--- src/rtl/disp_scan_pkg.sv ---
// Shared constants and types for the multiplexed display scanner.
package disp_scan_pkg;

  localparam int unsigned NUM_DIGITS = 4;
  localparam int unsigned DIGIT_W    = 4;
  localparam int unsigned IDX_W      = 2;
  localparam int unsigned CNT_W      = 3;
  localparam int unsigned CODE_W     = NUM_DIGITS * DIGIT_W;

  typedef logic [IDX_W-1:0] idx_t;

  typedef enum logic {
    PH_VISIBLE = 1'b0,
    PH_HIDDEN  = 1'b1
  } blink_phase_e;

  function automatic logic [NUM_DIGITS-1:0] onehot(input idx_t i);
    return NUM_DIGITS'(1) << i;
  endfunction

endpackage

--- src/rtl/disp_scan_if.sv ---
// Key-entry inputs and display-drive outputs of disp_scan.
interface disp_scan_if;
  import disp_scan_pkg::*;

  logic                  key_valid;
  logic [DIGIT_W-1:0]    key_code;
  logic                  clr;
  logic                  blink;
  logic [DIGIT_W-1:0]    digit_val;
  logic                  digit_en;
  logic [NUM_DIGITS-1:0] digit_sel;
  logic [CNT_W-1:0]      count;
  logic [CODE_W-1:0]     code;

  modport master (
    output key_valid, key_code, clr, blink,
    input  digit_val, digit_en, digit_sel, count, code
  );

  modport slave (
    input  key_valid, key_code, clr, blink,
    output digit_val, digit_en, digit_sel, count, code
  );

endinterface

--- src/rtl/disp_scan_tick_gen.sv ---
// Slot prescaler and frame divider: single-cycle slot and frame pulses.
module tick_gen
  import disp_scan_pkg::*;
#(
  parameter int unsigned PRESCALE = 1000
) (
  input  logic clk,
  input  logic rst_n,
  output logic slot_tick_o,
  output logic frame_tick_o
);

  localparam int unsigned PW = $clog2(PRESCALE);

  logic [PW-1:0] presc_q, presc_d;
  idx_t          slot_q,  slot_d;

  always_ff @(posedge clk or negedge rst_n) begin
    if (!rst_n) begin
      presc_q <= '0;
      slot_q  <= '0;
    end else begin
      presc_q <= presc_d;
      slot_q  <= slot_d;
    end
  end

  always_comb begin
    slot_tick_o  = (presc_q == PW'(PRESCALE - 1));
    frame_tick_o = slot_tick_o && (slot_q == idx_t'(NUM_DIGITS - 1));
    presc_d      = slot_tick_o ? '0 : presc_q + 1'b1;
    slot_d       = slot_tick_o ? slot_q + 1'b1 : slot_q;
  end

endmodule

--- src/rtl/disp_scan.sv ---
// 4-digit key-entry buffer with time-multiplexed display scan and blink.
module disp_scan
  import disp_scan_pkg::*;
#(
  parameter int unsigned PRESCALE     = 1000,
  parameter int unsigned BLINK_FRAMES = 64
) (
  input  logic       clk,
  input  logic       rst_n,
  disp_scan_if.slave bus
);

  localparam int unsigned BF_W = 8;

  logic              slot_tick, frame_tick;
  idx_t              index_q, index_d;
  logic [CODE_W-1:0] code_q,  code_d;
  logic [CNT_W-1:0]  count_q, count_d;
  logic [BF_W-1:0]   bcnt_q,  bcnt_d;
  blink_phase_e      phase_q, phase_d;
  logic              blanked;

  tick_gen #(
    .PRESCALE (PRESCALE)
  ) u_tick_gen (
    .clk          (clk),
    .rst_n        (rst_n),
    .slot_tick_o  (slot_tick),
    .frame_tick_o (frame_tick)
  );

  // index_q mirrors the divider's slot count; both reset and advance together.
  always_ff @(posedge clk or negedge rst_n) begin
    if (!rst_n) begin
      index_q <= '0;
      code_q  <= '0;
      count_q <= '0;
      bcnt_q  <= '0;
      phase_q <= PH_VISIBLE;
    end else begin
      index_q <= index_d;
      code_q  <= code_d;
      count_q <= count_d;
      bcnt_q  <= bcnt_d;
      phase_q <= phase_d;
    end
  end

  always_comb begin
    index_d = slot_tick ? index_q + 1'b1 : index_q;
    code_d  = code_q;
    count_d = count_q;
    if (bus.clr) begin
      code_d  = '0;
      count_d = '0;
    end else if (bus.key_valid && (count_q < CNT_W'(NUM_DIGITS))) begin
      code_d  = {code_q[CODE_W-DIGIT_W-1:0], bus.key_code};
      count_d = count_q + 1'b1;
    end
  end

  always_comb begin
    bcnt_d  = bcnt_q;
    phase_d = phase_q;
    if (!bus.blink) begin
      bcnt_d  = '0;
      phase_d = PH_VISIBLE;
    end else if (frame_tick) begin
      if (bcnt_q == BF_W'(BLINK_FRAMES - 1)) begin
        bcnt_d  = '0;
        phase_d = (phase_q == PH_VISIBLE) ? PH_HIDDEN : PH_VISIBLE;
      end else begin
        bcnt_d = bcnt_q + 1'b1;
      end
    end
  end

  always_comb begin
    blanked = bus.blink && (phase_q == PH_HIDDEN);
  end

  always_comb begin
    bus.digit_val = '0;
    for (int unsigned i = 0; i < NUM_DIGITS; i++) begin
      if (index_q == idx_t'(i)) bus.digit_val = code_q[i*DIGIT_W +: DIGIT_W];
    end
    bus.digit_sel = onehot(index_q);
    bus.digit_en  = (CNT_W'(index_q) < count_q) && !blanked;
    bus.count     = count_q;
    bus.code      = code_q;
  end

endmodule

--- src/flat_wrapper.sv ---
// flat-port wrapper written by rule: the top's interface ports become plain ports
module disp_scan_flat import disp_scan_pkg::*;
#(
  parameter int unsigned PRESCALE     = 1000,
  parameter int unsigned BLINK_FRAMES = 64
)
  (clk, rst_n, bus_key_valid, bus_key_code, bus_clr, bus_blink, bus_digit_val, bus_digit_en, bus_digit_sel, bus_count, bus_code);
  disp_scan_if bus_i ();
  input  logic clk;
  input  logic rst_n;
  input wire logic [$bits(bus_i.key_valid)-1:0] bus_key_valid;
  input wire logic [$bits(bus_i.key_code)-1:0] bus_key_code;
  input wire logic [$bits(bus_i.clr)-1:0] bus_clr;
  input wire logic [$bits(bus_i.blink)-1:0] bus_blink;
  output wire logic [$bits(bus_i.digit_val)-1:0] bus_digit_val;
  output wire logic [$bits(bus_i.digit_en)-1:0] bus_digit_en;
  output wire logic [$bits(bus_i.digit_sel)-1:0] bus_digit_sel;
  output wire logic [$bits(bus_i.count)-1:0] bus_count;
  output wire logic [$bits(bus_i.code)-1:0] bus_code;
  assign bus_i.key_valid = bus_key_valid;
  assign bus_i.key_code = bus_key_code;
  assign bus_i.clr = bus_clr;
  assign bus_i.blink = bus_blink;
  assign bus_digit_val = bus_i.digit_val;
  assign bus_digit_en = bus_i.digit_en;
  assign bus_digit_sel = bus_i.digit_sel;
  assign bus_count = bus_i.count;
  assign bus_code = bus_i.code;
  disp_scan #(.PRESCALE(PRESCALE), .BLINK_FRAMES(BLINK_FRAMES)) u_core (.clk(clk), .rst_n(rst_n), .bus(bus_i));
endmodule
--- config.mk ---
export PLATFORM = sky130hd
export DESIGN_NAME = disp_scan_flat
export DESIGN_NICKNAME = d
export VERILOG_FILES = /design/src/rtl/disp_scan_pkg.sv /design/src/rtl/disp_scan_if.sv /design/src/rtl/disp_scan_tick_gen.sv /design/src/rtl/disp_scan.sv /design/src/flat_wrapper.sv
export SDC_FILE = /design/constraint.sdc
export NUM_CORES = 1
export LEC_CHECK = 0
export CAP_MARGIN = 10
export CORE_MARGIN = 2
export CORE_UTILIZATION = 54
export CTS_BUF_LIST = sky130_fd_sc_hd__clkbuf_4 sky130_fd_sc_hd__clkbuf_8
export CTS_CLUSTER_SIZE = 40
export DETAILED_ROUTE_END_ITERATION = 8
export PLACE_DENSITY_LB_ADDON = 0.08
export SYNTH_ARGS = -nofsm -noshare
export SYNTH_HDL_FRONTEND = slang
export SYNTH_SLANG_ARGS = --single-unit
export TNS_END_PERCENT = 30
--- constraint.sdc ---
create_clock -name clk -period 2.8 [get_ports clk]
set_clock_uncertainty 0.2 [all_clocks]
set_input_delay 0.28 -clock clk [delete_from_list [all_inputs] [get_ports clk]]
set_output_delay 0.28 -clock clk [all_outputs]
set_load 0.05 [all_outputs]
==> metrics.log <==
[metrics] nets in the synthesized netlist: 207
[metrics] GP Congestion: 0.8119
[metrics] CTS sink cnt: 42
[metrics] actual slew at the worst max-slew pin: 1.063 ns
[metrics] adder and majority cell fraction of the synthesized area: 5.629%
[metrics] Sum Neg Setup Slack: 0 ns
[metrics] Die Y-Extent: 64.87 µm
[metrics] Longest Clk Path Bufs: 2
[metrics] Worst Setup Path Type: reg -> out
[metrics] Clock Pin Slew Worst Setup and Hold Paths: 0.08 ns
[metrics] Worst Setup End Kind: output port
[metrics] Core ar.: 3606 µm²
[metrics] clock buffers created by TritonCTS: 5
[metrics] Avg WL per Cell: 13.87 µm
[metrics] area of combinational cells with multiple inputs: 892.1 µm²
[metrics] status: finished clean
[metrics] CP Launch Type: flop
[metrics] final-report hold violation count: 0
[metrics] Setup Fix Bufs, Post-CTS: 0
[metrics] leading register cell type out of synthesis: dfrtp_1
[metrics] Reg2Reg Capture Point: u_core.bcnt_q[7]
[metrics] initial standard-cell utilization of the core: 55.48%
[metrics] ranking of synthesized cells by area: dfrtp_1 (53%), a22o_1 (7.4%), a21oi_1 (5.8%)
[metrics] post-synthesis cell count: 189
[metrics] vias in the first global route: 1440
[metrics] power share of the combinational group: 11.9%
[metrics] CTS root buffer: clkbuf_8
[metrics] library cells used by synthesis: 35
[metrics] count of max-cap constraint violations: 0
[metrics] starting DRC count in detailed routing: 137
[metrics] wire length of the first global-routing pass: 6561 µm
[metrics] path type of the worst min-delay path: reg -> reg
[metrics] Clock Latency Late Sink: 0.30 ns
[metrics] number of H-tree levels: 2
[metrics] fraction of the yosys area taken by sequential cells: 52.53%
[metrics] top-level I/O count: 37
[metrics] net load switching power: 311.5 µW
[metrics] Final Routed Wirelength: 3856 µm
[metrics] area taken by flip-flops and latches: 1051 µm²
[metrics] final-report max-slew violation count: 0
[metrics] parity-gate share of the synthesized area counting xor and xnor cells: 3.064%
[metrics] aggregate global-route resource usage: 20.37%
[metrics] routed vias/inst: 5.669
[metrics] maximum operating frequency: 377.7 MHz
[metrics] DR vias: 1576
[metrics] largest net degree at the start of global routing: 43
[metrics] Register-to-Register Setup Slack: 0.43 ns
[metrics] iteration count of the initial detailed-routing pass: 4
[metrics] total of warnings raised by yosys: 0
[metrics] fraction of registers with async set/reset: 100.0%
[metrics] post-synthesis to final-layout area growth: 25.39%
[metrics] CTS tree: built
[metrics] number of setup violations in the final report: 0
[metrics] number of remaining DRC errors: 0
[metrics] internal power of the cells: 928.9 µW
[metrics] setup repair after global routing missed its margin: no
[metrics] proportion of power drawn by flip-flops and latches: 50.5%
[metrics] Slew Limit Headroom: 28.88%
[metrics] worst path required time: 2.32 ns
[metrics] post-route minimum period: 2.648 ns
[metrics] largest area contributor in the netlist: dfrtp_1
[metrics] layout cell share with drive strength beyond 1: 9.130%
[metrics] number of antenna violations at the first check in global routing: 0
[metrics] worst voltage drop across the vdd grid: 0.0003707 V
[metrics] quantity of I/O buffers inserted on ports: 36
[metrics] end point of the most critical hold path: u_core.u_tick_gen.slot_q[0]
[metrics] multiplexer share of the synthesized area: 0.5629%
[metrics] clock network fraction of total power: 37.5%
[metrics] post-synthesis simple-gate area fraction: 16.51%
[metrics] Final Worst Setup Slack: 0.1524 ns
[metrics] leakage component of the power: 0.001084 µW
[metrics] Final period util: 94.56%
[metrics] full die area: 4208 µm²
[metrics] worst reg-to-reg path cell count: 5
[metrics] area fraction of the dominant cell type after synthesis: 52.53%
[metrics] post-CTS sizing: 0
[metrics] crit path DAT: 2.17 ns
[metrics] Cells on Worst Hold Path: 1
[metrics] combinational family with the most area after synthesis: compound AO/OA/AOI/OAI gates
[metrics] post-placement worst setup slack: 0.4518 ns
[metrics] diode insertion count for antenna repair: 0
[metrics] total number of placement rows: 22
[metrics] Reg-to-Reg Start: u_core.u_tick_gen.presc_q[0]
[metrics] Overflow after GRT: 0
[metrics] area fraction in compound gates after synthesis: 18.82%
[metrics] Seq cells post-synth: 42
[metrics] pwr/cell area: 494.4 nW/µm²
[metrics] start point of the worst hold path: u_core.u_tick_gen.slot_q[0]
[metrics] count of flip-flops with a built-in enable after synthesis: 0
[metrics] HPWL Detailed: 2860 µm
[metrics] CTS hold repair buffers: 1
[metrics] filler cell count in the final layout: 285
[metrics] remaining antenna violation count after routing: 0
[metrics] post-layout net count: 247
[metrics] crit-path max FO: 4
[metrics] floorplan die width: 64.87 µm
[metrics] switching power share of the total: 25.11%
[metrics] post-synthesis instance area: 2001 µm²
[metrics] mean post-synth cell area: 10.59 µm²
-- metrics by stage --
step / hold WS [ns] / instance area [µm²] / instances / total power (µW) / utilization (%)
after floorplan: -0.2156 / 2001 / 189 / 724.6 / -
after global placement: 0.2433 / 2390 / 269 / 784.7 / 66.27
after detailed placement: 0.2582 / 2390 / 269 / 787.5 / 66.27
after CTS: 0.2832 / 2509 / 278 / 1259 / 69.57
after global routing: 0.2949 / 2509 / 278 / 1293 / 69.57
final: 0.2768 / 2509 / 278 / 1240 / 69.57
-- flip-flops by register name, indices dropped and copies added, names as in the netlist --
name,flops
u_core.bus.code,16
u_core.u_tick_gen.presc_q,10
u_core.bcnt_q,8
u_core.bus.count,3
u_core.index_q,2
u_core.u_tick_gen.slot_q,2
u_core.phase_q,1
-- worst max-delay path by stage --
stage	end	slack, ns	from	cells past startpoint
global route	bus_digit_en	0.03	u_core.bus.count[1]	6
global placement	bus_digit_en	0.53	u_core.bus.count[1]	6
detailed placement	u_core.bcnt_q[7]	0.45	u_core.u_tick_gen.presc_q[0]	5
finish	bus_digit_en	0.15	u_core.bus.count[1]	6
CTS	bus_digit_en	0.15	u_core.bus.count[1]	6
floorplan	bus_digit_val[0]	-0.13	u_core.index_q[0]	6
-- synth_stat cells (3+ instances only) --
cell type	n
or3_1	4
nor2_1	7
a21oi_1	23
nand3b_1	4
inv_1	6
nand3_1	7
ha_1	9
xnor2_1	4
clkbuf_1	4
a22o_1	17
or4_1	3
nor2b_1	3
xor2_1	3
dfrtp_1	42
nand2_1	17
o21ai_0	14
-- cell usage in the layout, fill, tap and decap left out, types with 2 or more instances in the layout --
cell              n
nand3_1           7
clkinv_2          2
buf_4             6
or4_1             3
and3_1            2
clkbuf_8          5
ha_1              9
nand3b_1          4
nand2_1          17
inv_1             6
dfrtp_1          42
nor2_1            7
nor2b_1           3
nor3_1            2
xor2_1            3
clkdlybuf4s50_1  31
a21oi_1          23
or3_1             4
o21ai_0          13
xnor2_1           4
o31ai_1           2
a22o_1           17
-- area by class of cell --
cell class,count,share of cell area (%)
flip-flops and latches,42,41.90
repair buffers,39,14.76
clock inverters,3,1.596
inverters,7,1.047
well taps,48,2.394
clock buffers,5,2.743
multi-input cells,134,35.56
-- worst max-delay path, stage by stage, from the launching register on --
cell	delay (ns)
dfrtp_1	0.39
inv_1	0.06
ha_1	0.29
a21oi_1	0.15
nor2_1	0.05
a21oi_1	0.12
clkdlybuf4s50_1	0.81
-- per-layer routing --
| layer | global-route usage (%) | wire [µm] |
|---|---|---|
| met1 | 28.00 | 1763 |
| met2 | 30.80 | 1872 |
| met3 | 4.340 | 162 |
| met4 | 9.574 | 57 |
| met5 | 0 | 0 |
-- power by group through the flow --
| stage | Sequential [µW] | Clock (µW) | Combinational (µW) |
|---|---|---|---|
| after floorplan | 671 | 0 | 53.4 |
| after global placement | 638 | 0 | 147 |
| after detailed placement | 639 | 0 | 148 |
| after CTS | 627 | 482 | 150 |
| after global routing | 628 | 506 | 159 |
| final | 627 | 466 | 148 |
-- cells by family (layout without fill, tap and decap cells) --
kind of cell,count (synthesis),in the layout
AOI/OAI and AO/OA,59,59
and+or+nand+nor,58,58
DFF,42,42
buffers and inverters,13,54
adders and majority gates,9,9
xor gates and xnor gates,7,7
muxes,1,1
Power figures use the tool's default switching activity.
